**src/rtl/ram_access_arbiter_if.sv**
```systemverilog
// ram_access_arbiter_if: bundle between two RAM clients, the arbiter and the 16x4 async RAM.
//   Client side : reqA/B, weA/B, addrA/B, wdataA/B in; gntA/B, doneA/B, rdata, busy out.
//   RAM side    : ram_addr, ram_dataIN, ram_WR, ram_RD out; ram_dataOUT in.
// Modports: slave = arbiter view, master = client/RAM-environment view.
interface ram_access_arbiter_if #(
  parameter int unsigned ADDR_W = 4,
  parameter int unsigned DATA_W = 4
);
  logic              reqA, reqB;
  logic              weA, weB;
  logic [ADDR_W-1:0] addrA, addrB;
  logic [DATA_W-1:0] wdataA, wdataB;
  logic              gntA, gntB;
  logic              doneA, doneB;
  logic [DATA_W-1:0] rdata;
  logic              busy;
  logic [ADDR_W-1:0] ram_addr;
  logic [DATA_W-1:0] ram_dataIN;
  logic              ram_WR, ram_RD;
  logic [DATA_W-1:0] ram_dataOUT;

  modport slave (
    input  reqA, reqB, weA, weB, addrA, addrB, wdataA, wdataB, ram_dataOUT,
    output gntA, gntB, doneA, doneB, rdata, busy, ram_addr, ram_dataIN, ram_WR, ram_RD
  );

  modport master (
    output reqA, reqB, weA, weB, addrA, addrB, wdataA, wdataB, ram_dataOUT,
    input  gntA, gntB, doneA, doneB, rdata, busy, ram_addr, ram_dataIN, ram_WR, ram_RD
  );
endinterface

```
**src/rtl/ram_access_arbiter.sv**
```systemverilog
// ram_access_arbiter: round-robin arbiter for two clients and timed access sequencer for an
// asynchronous RAM. Each access runs SETUP (addr/data stable), STROBE (WR or RD high) and HOLD
// (addr/data held) phases; all RAM-facing and client-facing outputs are registered.
// Ports:
//   clk   - system clock, rising edge
//   rst_n - asynchronous active-low reset
//   bus   - ram_access_arbiter_if.slave (client handshakes and RAM pins)
// Optional feature: define RAM_ARB_INIT_EN to zero-fill every RAM address after reset release
// before any request is served.
module ram_access_arbiter #(
  parameter int unsigned ADDR_W     = 4,
  parameter int unsigned DATA_W     = 4,
  parameter int unsigned SETUP_CYC  = 1,
  parameter int unsigned STROBE_CYC = 2,
  parameter int unsigned HOLD_CYC   = 2
) (
  input  logic                  clk,
  input  logic                  rst_n,
  ram_access_arbiter_if.slave   bus
);

  // Last counter value of each phase; a zero cycle count behaves as one.
  localparam logic [7:0] SetupLast  = (SETUP_CYC  == 0) ? 8'd0 : 8'(SETUP_CYC  - 1);
  localparam logic [7:0] StrobeLast = (STROBE_CYC == 0) ? 8'd0 : 8'(STROBE_CYC - 1);
  localparam logic [7:0] HoldLast   = (HOLD_CYC   == 0) ? 8'd0 : 8'(HOLD_CYC   - 1);
  localparam logic [ADDR_W-1:0] LastAddr = '1;

`ifdef RAM_ARB_INIT_EN
  localparam bit InitEn = 1'b1;
`else
  localparam bit InitEn = 1'b0;
`endif

  typedef enum logic [1:0] {StIdle, StSetup, StStrobe, StHold} state_e;

  state_e            state_q, state_d;
  logic [7:0]        cnt_q, cnt_d;
  logic              we_q, we_d;
  logic [ADDR_W-1:0] addr_q, addr_d;
  logic [DATA_W-1:0] wdata_q, wdata_d;
  logic              sel_q, sel_d;         // owner of current transaction, 1 = B
  logic              last_b_q, last_b_d;   // B won last arbitration, so A wins the next tie
  logic              init_q, init_d;       // clear sweep in progress
  logic [ADDR_W-1:0] init_addr_q, init_addr_d;
  logic              pick_b;

  logic              gnt_a_q, gnt_a_d, gnt_b_q, gnt_b_d;
  logic              done_a_q, done_a_d, done_b_q, done_b_d;
  logic              busy_q, busy_d;
  logic              wr_q, wr_d, rd_q, rd_d;
  logic [DATA_W-1:0] rdata_q, rdata_d;

  // State register
  always_ff @(posedge clk or negedge rst_n) begin
    if (!rst_n) begin
      state_q     <= StIdle;
      cnt_q       <= '0;
      we_q        <= 1'b0;
      addr_q      <= '0;
      wdata_q     <= '0;
      sel_q       <= 1'b0;
      last_b_q    <= 1'b1;
      init_q      <= InitEn;
      init_addr_q <= '0;
    end else begin
      state_q     <= state_d;
      cnt_q       <= cnt_d;
      we_q        <= we_d;
      addr_q      <= addr_d;
      wdata_q     <= wdata_d;
      sel_q       <= sel_d;
      last_b_q    <= last_b_d;
      init_q      <= init_d;
      init_addr_q <= init_addr_d;
    end
  end

  // Next-state logic, including capture of the winner's request fields
  always_comb begin
    state_d     = state_q;
    cnt_d       = cnt_q;
    we_d        = we_q;
    addr_d      = addr_q;
    wdata_d     = wdata_q;
    sel_d       = sel_q;
    last_b_d    = last_b_q;
    init_d      = init_q;
    init_addr_d = init_addr_q;
    pick_b      = bus.reqB & (~bus.reqA | ~last_b_q);

    unique case (state_q)
      StIdle: begin
        cnt_d = '0;
        if (init_q) begin
          state_d = StSetup;
          we_d    = 1'b1;
          addr_d  = init_addr_q;
          wdata_d = '0;
        end else if (bus.reqA | bus.reqB) begin
          state_d  = StSetup;
          sel_d    = pick_b;
          last_b_d = pick_b;
          we_d     = pick_b ? bus.weB    : bus.weA;
          addr_d   = pick_b ? bus.addrB  : bus.addrA;
          wdata_d  = pick_b ? bus.wdataB : bus.wdataA;
        end
      end
      StSetup: begin
        if (cnt_q == SetupLast) begin
          state_d = StStrobe;
          cnt_d   = '0;
        end else begin
          cnt_d = cnt_q + 8'd1;
        end
      end
      StStrobe: begin
        if (cnt_q == StrobeLast) begin
          state_d = StHold;
          cnt_d   = '0;
        end else begin
          cnt_d = cnt_q + 8'd1;
        end
      end
      StHold: begin
        if (cnt_q == HoldLast) begin
          cnt_d = '0;
          if (init_q && (init_addr_q != LastAddr)) begin
            // Sweep chains straight into the next address so busy never drops.
            state_d     = StSetup;
            init_addr_d = init_addr_q + 1'b1;
            addr_d      = init_addr_q + 1'b1;
          end else begin
            state_d = StIdle;
            init_d  = 1'b0;
          end
        end else begin
          cnt_d = cnt_q + 8'd1;
        end
      end
      default: state_d = StIdle;
    endcase
  end

  // Output logic: decoded from next state so every output comes straight from a flop
  always_comb begin
    busy_d   = (state_d != StIdle) | init_d;
    gnt_a_d  = (state_d != StIdle) & ~init_d & ~sel_d;
    gnt_b_d  = (state_d != StIdle) & ~init_d &  sel_d;
    done_a_d = (state_d == StHold) & (cnt_d == HoldLast) & ~init_d & ~sel_d;
    done_b_d = (state_d == StHold) & (cnt_d == HoldLast) & ~init_d &  sel_d;
    wr_d     = (state_d == StStrobe) &  we_d;
    rd_d     = (state_d == StStrobe) & ~we_d;
    rdata_d  = rdata_q;
    if ((state_q == StStrobe) && (cnt_q == StrobeLast) && !we_q) begin
      rdata_d = bus.ram_dataOUT;
    end
  end

  always_ff @(posedge clk or negedge rst_n) begin
    if (!rst_n) begin
      gnt_a_q  <= 1'b0;
      gnt_b_q  <= 1'b0;
      done_a_q <= 1'b0;
      done_b_q <= 1'b0;
      busy_q   <= 1'b0;
      wr_q     <= 1'b0;
      rd_q     <= 1'b0;
      rdata_q  <= '0;
    end else begin
      gnt_a_q  <= gnt_a_d;
      gnt_b_q  <= gnt_b_d;
      done_a_q <= done_a_d;
      done_b_q <= done_b_d;
      busy_q   <= busy_d;
      wr_q     <= wr_d;
      rd_q     <= rd_d;
      rdata_q  <= rdata_d;
    end
  end

  assign bus.gntA       = gnt_a_q;
  assign bus.gntB       = gnt_b_q;
  assign bus.doneA      = done_a_q;
  assign bus.doneB      = done_b_q;
  assign bus.busy       = busy_q;
  assign bus.rdata      = rdata_q;
  assign bus.ram_WR     = wr_q;
  assign bus.ram_RD     = rd_q;
  assign bus.ram_addr   = addr_q;
  assign bus.ram_dataIN = wdata_q;

endmodule
```
**src/flat_wrapper.sv**
```systemverilog
// flat-port wrapper written by rule: the top's interface ports become plain ports
module ram_access_arbiter_flat 
#(
  parameter int unsigned ADDR_W     = 4,
  parameter int unsigned DATA_W     = 4,
  parameter int unsigned SETUP_CYC  = 1,
  parameter int unsigned STROBE_CYC = 2,
  parameter int unsigned HOLD_CYC   = 2
)
  (clk, rst_n, bus_reqA, bus_reqB, bus_weA, bus_weB, bus_addrA, bus_addrB, bus_wdataA, bus_wdataB, bus_ram_dataOUT, bus_gntA, bus_gntB, bus_doneA, bus_doneB, bus_rdata, bus_busy, bus_ram_addr, bus_ram_dataIN, bus_ram_WR, bus_ram_RD);
  ram_access_arbiter_if #(.ADDR_W(ADDR_W), .DATA_W(DATA_W)) bus_i ();
  input  logic clk;
  input  logic rst_n;
  input wire logic [$bits(bus_i.reqA)-1:0] bus_reqA;
  input wire logic [$bits(bus_i.reqB)-1:0] bus_reqB;
  input wire logic [$bits(bus_i.weA)-1:0] bus_weA;
  input wire logic [$bits(bus_i.weB)-1:0] bus_weB;
  input wire logic [$bits(bus_i.addrA)-1:0] bus_addrA;
  input wire logic [$bits(bus_i.addrB)-1:0] bus_addrB;
  input wire logic [$bits(bus_i.wdataA)-1:0] bus_wdataA;
  input wire logic [$bits(bus_i.wdataB)-1:0] bus_wdataB;
  input wire logic [$bits(bus_i.ram_dataOUT)-1:0] bus_ram_dataOUT;
  output wire logic [$bits(bus_i.gntA)-1:0] bus_gntA;
  output wire logic [$bits(bus_i.gntB)-1:0] bus_gntB;
  output wire logic [$bits(bus_i.doneA)-1:0] bus_doneA;
  output wire logic [$bits(bus_i.doneB)-1:0] bus_doneB;
  output wire logic [$bits(bus_i.rdata)-1:0] bus_rdata;
  output wire logic [$bits(bus_i.busy)-1:0] bus_busy;
  output wire logic [$bits(bus_i.ram_addr)-1:0] bus_ram_addr;
  output wire logic [$bits(bus_i.ram_dataIN)-1:0] bus_ram_dataIN;
  output wire logic [$bits(bus_i.ram_WR)-1:0] bus_ram_WR;
  output wire logic [$bits(bus_i.ram_RD)-1:0] bus_ram_RD;
  assign bus_i.reqA = bus_reqA;
  assign bus_i.reqB = bus_reqB;
  assign bus_i.weA = bus_weA;
  assign bus_i.weB = bus_weB;
  assign bus_i.addrA = bus_addrA;
  assign bus_i.addrB = bus_addrB;
  assign bus_i.wdataA = bus_wdataA;
  assign bus_i.wdataB = bus_wdataB;
  assign bus_i.ram_dataOUT = bus_ram_dataOUT;
  assign bus_gntA = bus_i.gntA;
  assign bus_gntB = bus_i.gntB;
  assign bus_doneA = bus_i.doneA;
  assign bus_doneB = bus_i.doneB;
  assign bus_rdata = bus_i.rdata;
  assign bus_busy = bus_i.busy;
  assign bus_ram_addr = bus_i.ram_addr;
  assign bus_ram_dataIN = bus_i.ram_dataIN;
  assign bus_ram_WR = bus_i.ram_WR;
  assign bus_ram_RD = bus_i.ram_RD;
  ram_access_arbiter #(.ADDR_W(ADDR_W), .DATA_W(DATA_W), .SETUP_CYC(SETUP_CYC), .STROBE_CYC(STROBE_CYC), .HOLD_CYC(HOLD_CYC)) u_core (.clk(clk), .rst_n(rst_n), .bus(bus_i));
endmodule
```
**config.mk**
```make
export PLATFORM = sky130hd
export DESIGN_NAME = ram_access_arbiter_flat
export DESIGN_NICKNAME = d
export VERILOG_FILES = /design/src/rtl/ram_access_arbiter_if.sv /design/src/rtl/ram_access_arbiter.sv /design/src/flat_wrapper.sv
export SDC_FILE = /design/constraint.sdc
export NUM_CORES = 1
export LEC_CHECK = 0
export CORE_MARGIN = 1.5
export CORE_UTILIZATION = 50
export CTS_BUF_LIST = sky130_fd_sc_hd__clkbuf_8 sky130_fd_sc_hd__clkbuf_16
export CTS_CLUSTER_DIAMETER = 80
export CTS_CLUSTER_SIZE = 25
export DETAILED_ROUTE_END_ITERATION = 6
export GPL_ROUTABILITY_DRIVEN = 0
export GPL_TIMING_DRIVEN = 0
export PLACE_DENSITY = 0.89
export SYNTH_ARGS = -nofsm -noshare
export SYNTH_HDL_FRONTEND = slang
export SYNTH_SLANG_ARGS = --single-unit
```
**constraint.sdc**
```tcl
create_clock -name clk -period 2.6 [get_ports clk]
set_input_delay 0.26 -clock clk [delete_from_list [all_inputs] [get_ports clk]]
set_output_delay 0.26 -clock clk [all_outputs]
set_load 0.02 [all_outputs]
```
==> qor.csv, run 1 <==
stage,metric,value,unit
drt,antenna_left,0,
sta,hold_viol,0,
worst_setup_path,cp_num_buf_inv,0,
run_status,status,"complete, no violations",
worst_setup_path,criticalPathCategory,flop to flop,
worst_setup_path,cp.arrival,2670,ps
logic_synthesis,synth_ff_type,dfrtp_1,
sta,finalCriticalPeriod,2490,ps
sta,slew_headroom,0.435,
drt,vias,1640,
sta,fin_crit_sh,0.959,
place,port-buffer-count,44,
logic_synthesis,avgSynthCellArea,9.89,um^2
sta,setup_slack,108,ps
cells_and_area,fin_area,0.00259,mm^2
floorplanning,die_h,65.6,um
clocking,clockBufferDepth,2,
clocking,clkSinkCount,37,
worst_setup_path,r2r_start,u_core.cnt_q[0],
drt,wl,4.32,mm
logic_synthesis,yosysUniqueCellTypes,47,
logic_synthesis,synthTopCellsByCount,"36 x dfrtp_1, 23 x nand2_1, 17 x nor2_1",
worst_setup_path,end_kind,flop,
drt,drt_iter0_drc,64,
sta,fmax,0.401,GHz
cells_and_area,antennaDiodeCount,0,
logic_synthesis,synth_nets,232,
grt,overflow,0,
floorplanning,die_area,0.00430,mm^2
floorplanning,row_count,22,
worst_setup_path,r2r_setup_slack,110,ps
cells_and_area,drive_gt1_frac,0.0880,
pwr,swShare,0.369,
sta,setup_viol,0,
worst_setup_path,cpMaxStageDelayCell,or4b_4,
logic_synthesis,seq_area_frac_synth,0.473,
cells_and_area,fin_util,0.698,
logic_synthesis,yosys.area.top_type_share,0.460,
worst_setup_path,worstSetupStartpointType,flop,
cells_and_area,n_fill_cell,270,
logic_synthesis,synth.largest_area_cell,dfrtp_1,
pwr,p_per_area,1010,mW/mm^2
logic_synthesis,synth_top_family_by_area,simple AND/OR/NAND/NOR gates,
floorplanning,io_pins,45,
place,dpl_cell_area,0.00245,mm^2
pwr,p_switching,0.000963,W
logic_synthesis,synth_adder_area_share,0.0511,
clocking,cts.clk_slew.worst_paths,80,ps
floorplanning,core,0.00372,mm^2
sta,slew_violations,0,
clocking,clock-root-buffer,clkbuf_8,
worst_setup_path,max_stage_delay,510,ps
worst_setup_path,crit_fanout,8,
pwr,leakage,1.14,nW
pwr,seq_power_share,0.329,
clocking,numCtsBuffers,5,
pwr,clkPwrFrac,0.228,
grt,antenna_found_initial,0,
clocking,cts_tree,built,
drt,firstDrtPassIters,5,
cells_and_area,final_nets,283,
worst_setup_path,worst_r2r_endpoint,u_core.bus.ram_addr[1],
worst_setup_path,path_depth,6,
logic_synthesis,synth_area_leaders,"dfrtp_1 46%, ha_1 5.1%, mux2i_1 4.6%",
logic_synthesis,synth_xor_xnor_area_share,0.0626,
sta,holdWs,38.2,ps
drt,via_per_inst,5.50,
sta,fin_skew,5.49,ps
worst_setup_path,endpoint,u_core.bus.ram_addr[1],
worst_setup_path,worst-r2r-cell-count,6,
flow_run,maxCapViolations,0,
cells_and_area,syn_to_final_growth,32.5,%
grt,grt_pass1_vias,1588,
logic_synthesis,syn_inst,198,
pwr,peakVddDrop,0.000589,V
logic_synthesis,yosys.area_share.simple,0.169,
hold_path,hp-class,input pin to async pin,
clocking,htreeDepth,2,
place,dp_hpwl,3.12,mm
worst_setup_path,startpoint,u_core.cnt_q[0],
logic_synthesis,syn_area,0.00196,mm^2
worst_setup_path,required,2770,ps
drt,wire_per_inst,14.5,um
logic_synthesis,synth_edf_count,0,
logic_synthesis,synth-compound-area-share,0.136,
grt,grt_max_degree,38,
sta,rsz0062_at_grt,no,
clocking,insertion_delay,300,ps
floorplanning,die_w,65.6,um
grt,track_usage,0.221,
grt,grt_pass1_wl,7.12,mm
place,dp_slack,137,ps
logic_synthesis,synth-warning-count,0,
logic_synthesis,yosysMostFrequentCell,dfrtp_1,
floorplanning,initial_utilization,0.527,
logic_synthesis,ys_seq_elements,37,
worst_setup_path,crit_family,simple AND/OR/NAND/NOR gates,
pwr,intPower,0.00165,W
sta,tns,0,ps
worst_setup_path,cp_cell_sequence,"ha_1, or3b_2, or4b_4, a221o_1, nand2_1, o21ai_1",
drt,drc_errors,0,
pwr,comb_power_share,0.443,
logic_synthesis,synth_mux_area_frac,0.0690,
sta,tightest_slew,840,ps
logic_synthesis,synthArstFlopShare,1.00,
cells by family (layout without fill, tap and decap cells):
group | Yosys count | in the layout
AO/OA/AOI/OAI | 40 | 40
flip-flops | 37 | 37
buffers and inverters | 18 | 70
multiplexers | 13 | 13
adder cells (fa/ha/maj) | 8 | 8
AND/OR/NAND/NOR | 68 | 68
XOR/XNOR | 14 | 14
layer usage:
| metal | GRT usage | wire length (um) |
|---|---|---|
| met5 | 0 | 0 |
| met4 | 0.120 | 138 |
| met3 | 0.0394 | 223 |
| met2 | 0.371 | 2140 |
| met1 | 0.269 | 1820 |
worst reg2reg max path, cell delays in order, from the launching register on:
cell and delay [ps]:
dfrtp_1 490, ha_1 240, or3b_2 490, or4b_4 510, a221o_1 430, nand2_1 130, o21ai_1 80
layout make-up:
cell class | count | area, um^2 | area share
buffer | 7 | 35.0 | 0.0135
clock buffer | 5 | 68.8 | 0.0265
timing repair buffer | 44 | 435 | 0.168
tap | 48 | 60.1 | 0.0232
inverter | 11 | 41.3 | 0.0159
sequential | 37 | 927 | 0.357
clock inverter | 3 | 65.1 | 0.0251
multi-input combinational | 143 | 961 | 0.370
registers in the layout (all words and copies together), names as in the netlist, 2 cells and up:
| signal | flops |
|---|---|
| u_core.bus.rdata | 4 |
| u_core.bus.ram_dataIN | 4 |
| u_core.bus.ram_addr | 4 |
| u_core.init_addr_q | 4 |
| u_core.cnt_q | 8 |
| u_core.state_q | 2 |
power by group through the flow:
stage / Combinational [W] / Clock, W / Sequential [W]
detailed placement: 0.00115 / 0 / 0.000872
CTS: 0.00116 / 0.000598 / 0.000863
floorplan: 0.000549 / 0 / 0.00101
global route: 0.00127 / 0.000617 / 0.000878
finish: 0.00116 / 0.000594 / 0.000860
global placement: 0.00112 / 0 / 0.000856
per-stage QoR:
stage | cells | power (W)
final | 298 | 0.00261
after global routing | 298 | 0.00276
after CTS | 298 | 0.00262
after detailed placement | 290 | 0.00202
after global placement | 290 | 0.00198
after floorplan | 198 | 0.00156
cell usage in the layout, fill, tap and decap left out, drive strengths merged, types with 4 or more instances in the layout:
cell type / instances
clkdlybuf4s50: 43
dfrtp: 36
nand2: 23
nor2: 17
o21ai: 13
inv: 11
xnor2: 10
clkbuf: 10
mux2i: 9
ha: 8
nand3: 7
xor2: 4
a21oi: 4
a31oi: 4
nor3: 4
mux2: 4
worst min path at each step:
stage,end,startpoint
6_report,u_core.cnt_q[7],rst_n
5_1_grt,u_core.cnt_q[2],rst_n
4_1_cts,u_core.cnt_q[7],rst_n
3_5_place_dp,u_core.cnt_q[2],rst_n
3_3_place_gp,u_core.bus.ram_addr[0],u_core.bus.ram_addr[0]
2_1_floorplan,u_core.bus.busy,rst_n
repair_timing:
item                       CTS  global route
setup endpoints to repair    0             4
resized for setup            0             1
hold buffers                 0             0
setup buffers                0             0
No activity file was read; power rests on OpenSTA's default activity.
==> run 2, diff against run 1 <==
- CAP_MARGIN: not set -> 0
==> results of run 2 <==
The final DEF is identical to that of run 1; final timing and power are the same.
==> run 3, diff against run 2 <==
- PLACE_DENSITY: 0.89 -> not set
- PLACE_DENSITY_LB_ADDON: not set -> 0.08
- REMOVE_ABC_BUFFERS: not set -> 1
==> run 3 against run 2 <==
  * Cell count is 2.0% lower
  * Non-clock buffer count decreased by 6
  * Worst hold slack better by 10 ps
  * Combinational power hardly changed
  * Utilization down 1.6 points
  * Clock power fell by 26%
  * Die area is the same
  * Via count fell by 4.3%
  * Critical endpoint is now u_core.bus.ram_addr[0]
  * Highest routed layer unchanged
==> qor.csv, run 3 (synthesis gave the netlist of run 1 again) <==
stage,metric,value,unit
sta,setup_viol,0,
worst_setup_path,cp_cell_sequence,"ha_1, or3b_2, or4b_4, a221o_1, o21bai_1, nand2_1",
sta,rsz0062_at_grt,no,
sta,hold_viol,0,
cells_and_area,syn_to_final_growth,29.4,%
floorplanning,initial_utilization,0.527,
clocking,ctsResizeCount,0,
sta,fmax,0.414,GHz
drt,antenna_left,0,
pwr,peakVddDrop,0.000619,V
sta,fin_crit_sh,0.928,
cells_and_area,instances_no_fill,292,
sta,tns,0,ps
worst_setup_path,worstSetupStartpointType,flop,
sta,fin_skew,6.06,ps
drt,wl,4.20,mm
run_status,status,"complete, no violations",
hold_path,hp-class,input pin to async pin,
cells_and_area,final_nets,277,
grt,antenna_found_initial,0,
cells_and_area,n_fill_cell,291,
clocking,clockBufferDepth,2,
cells_and_area,fin_util,0.682,
sta,setup_slack,186,ps
place,port-buffer-count,44,
floorplanning,core,0.00372,mm^2
sta,slew_violations,0,
pwr,leakage,1.12,nW
grt,overflow,0,
flow_run,maxCapViolations,0,
cells_and_area,layout_commonest_cell,clkdlybuf4s50_1,
cells_and_area,largest_reg_flops,8,
cells_and_area,drive_gt1_frac,0.0861,
worst_setup_path,required,2830,ps
clocking,htreeDepth,2,
clocking,cts_hold_buf,0,
worst_setup_path,cp.arrival,2640,ps
grt,track_usage,0.220,
worst_setup_path,end_kind,flop,
sta,slew_headroom,0.469,
floorplanning,die_area,0.00430,mm^2
clocking,post_cts_buffers,0,
clocking,clkSinkCount,37,
clocking,cts.clk_slew.worst_paths,70,ps
drt,via_per_inst,5.38,
worst_setup_path,max_stage_delay,510,ps
drt,wire_per_inst,14.4,um
clocking,cts_tree,built,
cells_and_area,regMostFlops,u_core.cnt_q,
grt,grt_pass1_vias,1540,
drt,drt_iter0_drc,53,
drt,drc_errors,0,
worst_setup_path,criticalPathCategory,flop to flop,
worst_setup_path,cpMaxStageDelayCell,or4b_4,
floorplanning,die_h,65.6,um
grt,grt_max_degree,38,
worst_setup_path,crit_fanout,8,
grt,grt_pass1_wl,7.16,mm
drt,firstDrtPassIters,4,
floorplanning,die_w,65.6,um
drt,vias,1570,
cells_and_area,final_cell_mix,"43 x clkdlybuf4s50_1, 36 x dfrtp_1, 23 x nand2_1",
place,dp.cells,284,
place,dp_slack,205,ps
floorplanning,io_pins,45,
clocking,numCtsBuffers,5,
floorplanning,row_count,22,
clocking,insertion_delay,290,ps
place,dp_hpwl,3.15,mm
cells_and_area,antennaDiodeCount,0,
sta,tightest_slew,789,ps
pwr,p_per_area,964,mW/mm^2
sta,finalCriticalPeriod,2410,ps
clocking,clock-root-buffer,clkbuf_8,
-- run 3: changes by cell type in the layout (fill, tap and decap cells not counted), sizes merged --
cell    delta
clkbuf     -3
bufinv     -2
buf        -1
-- run 3: power breakdown --
| part | leakage, nW | internal, W | switching (W) |
|---|---|---|---|
| combinational | 0.587 | 0.000509 | 0.000644 |
| clock | 0.0542 | 0.000239 | 0.000197 |
| sequential | 0.478 | 0.000759 | 0.0000940 |
-- run 3: critical path: cells and delay by family (launching register included) --
kind | cells | cell delay (ps)
and+or+nand+nor | 3 | 1040
AOI/OAI and AO/OA | 2 | 600
DFF | 1 | 480
adders and majority gates | 1 | 230
-- run 3: worst paths after layout --
check / slack (ps) / from / cells past startpoint / endpoint
max: 190 / u_core.cnt_q[0] / 6 / u_core.bus.ram_addr[0]
min: 50 / rst_n / 1 / u_core.bus.ram_addr[1]
max reg2reg: 190 / u_core.cnt_q[0] / 6 / u_core.bus.ram_addr[0]
min reg2reg: 480 / u_core.bus.ram_addr[1] / 2 / u_core.bus.ram_addr[1]
max in group asynchronous: 2050 / rst_n / 1 / u_core.bus.busy
min in group clk: 480 / u_core.bus.ram_addr[1] / 2 / u_core.bus.ram_addr[1]
-- run 3: final cells by class --
class | instances | area, um^2 | area share
clock buffer | 7 | 96.3 | 0.0380
inverter | 11 | 41.3 | 0.0163
sequential | 37 | 927 | 0.366
tap | 48 | 60.1 | 0.0237
timing repair buffer | 45 | 443 | 0.175
clock inverter | 1 | 5.00 | 0.00198
multi-input combinational | 143 | 961 | 0.379
-- run 3: layer usage --
metal	share of wire	track usage
met1	0.44	0.275
met2	0.49	0.370
met3	0.060	0.0531
met4	0.013	0.0807
met5	0	0
-- run 3: through the flow --
step           cell area, um^2  total power [W]  hold slack (ps)
2_1_floorplan             1920          0.00156            -35.6
3_3_place_gp              2420          0.00197              459
3_5_place_dp              2430          0.00202              393
4_1_cts                   2530          0.00246             80.9
5_1_grt                   2530          0.00265              125
6_report                  2530          0.00244             48.3
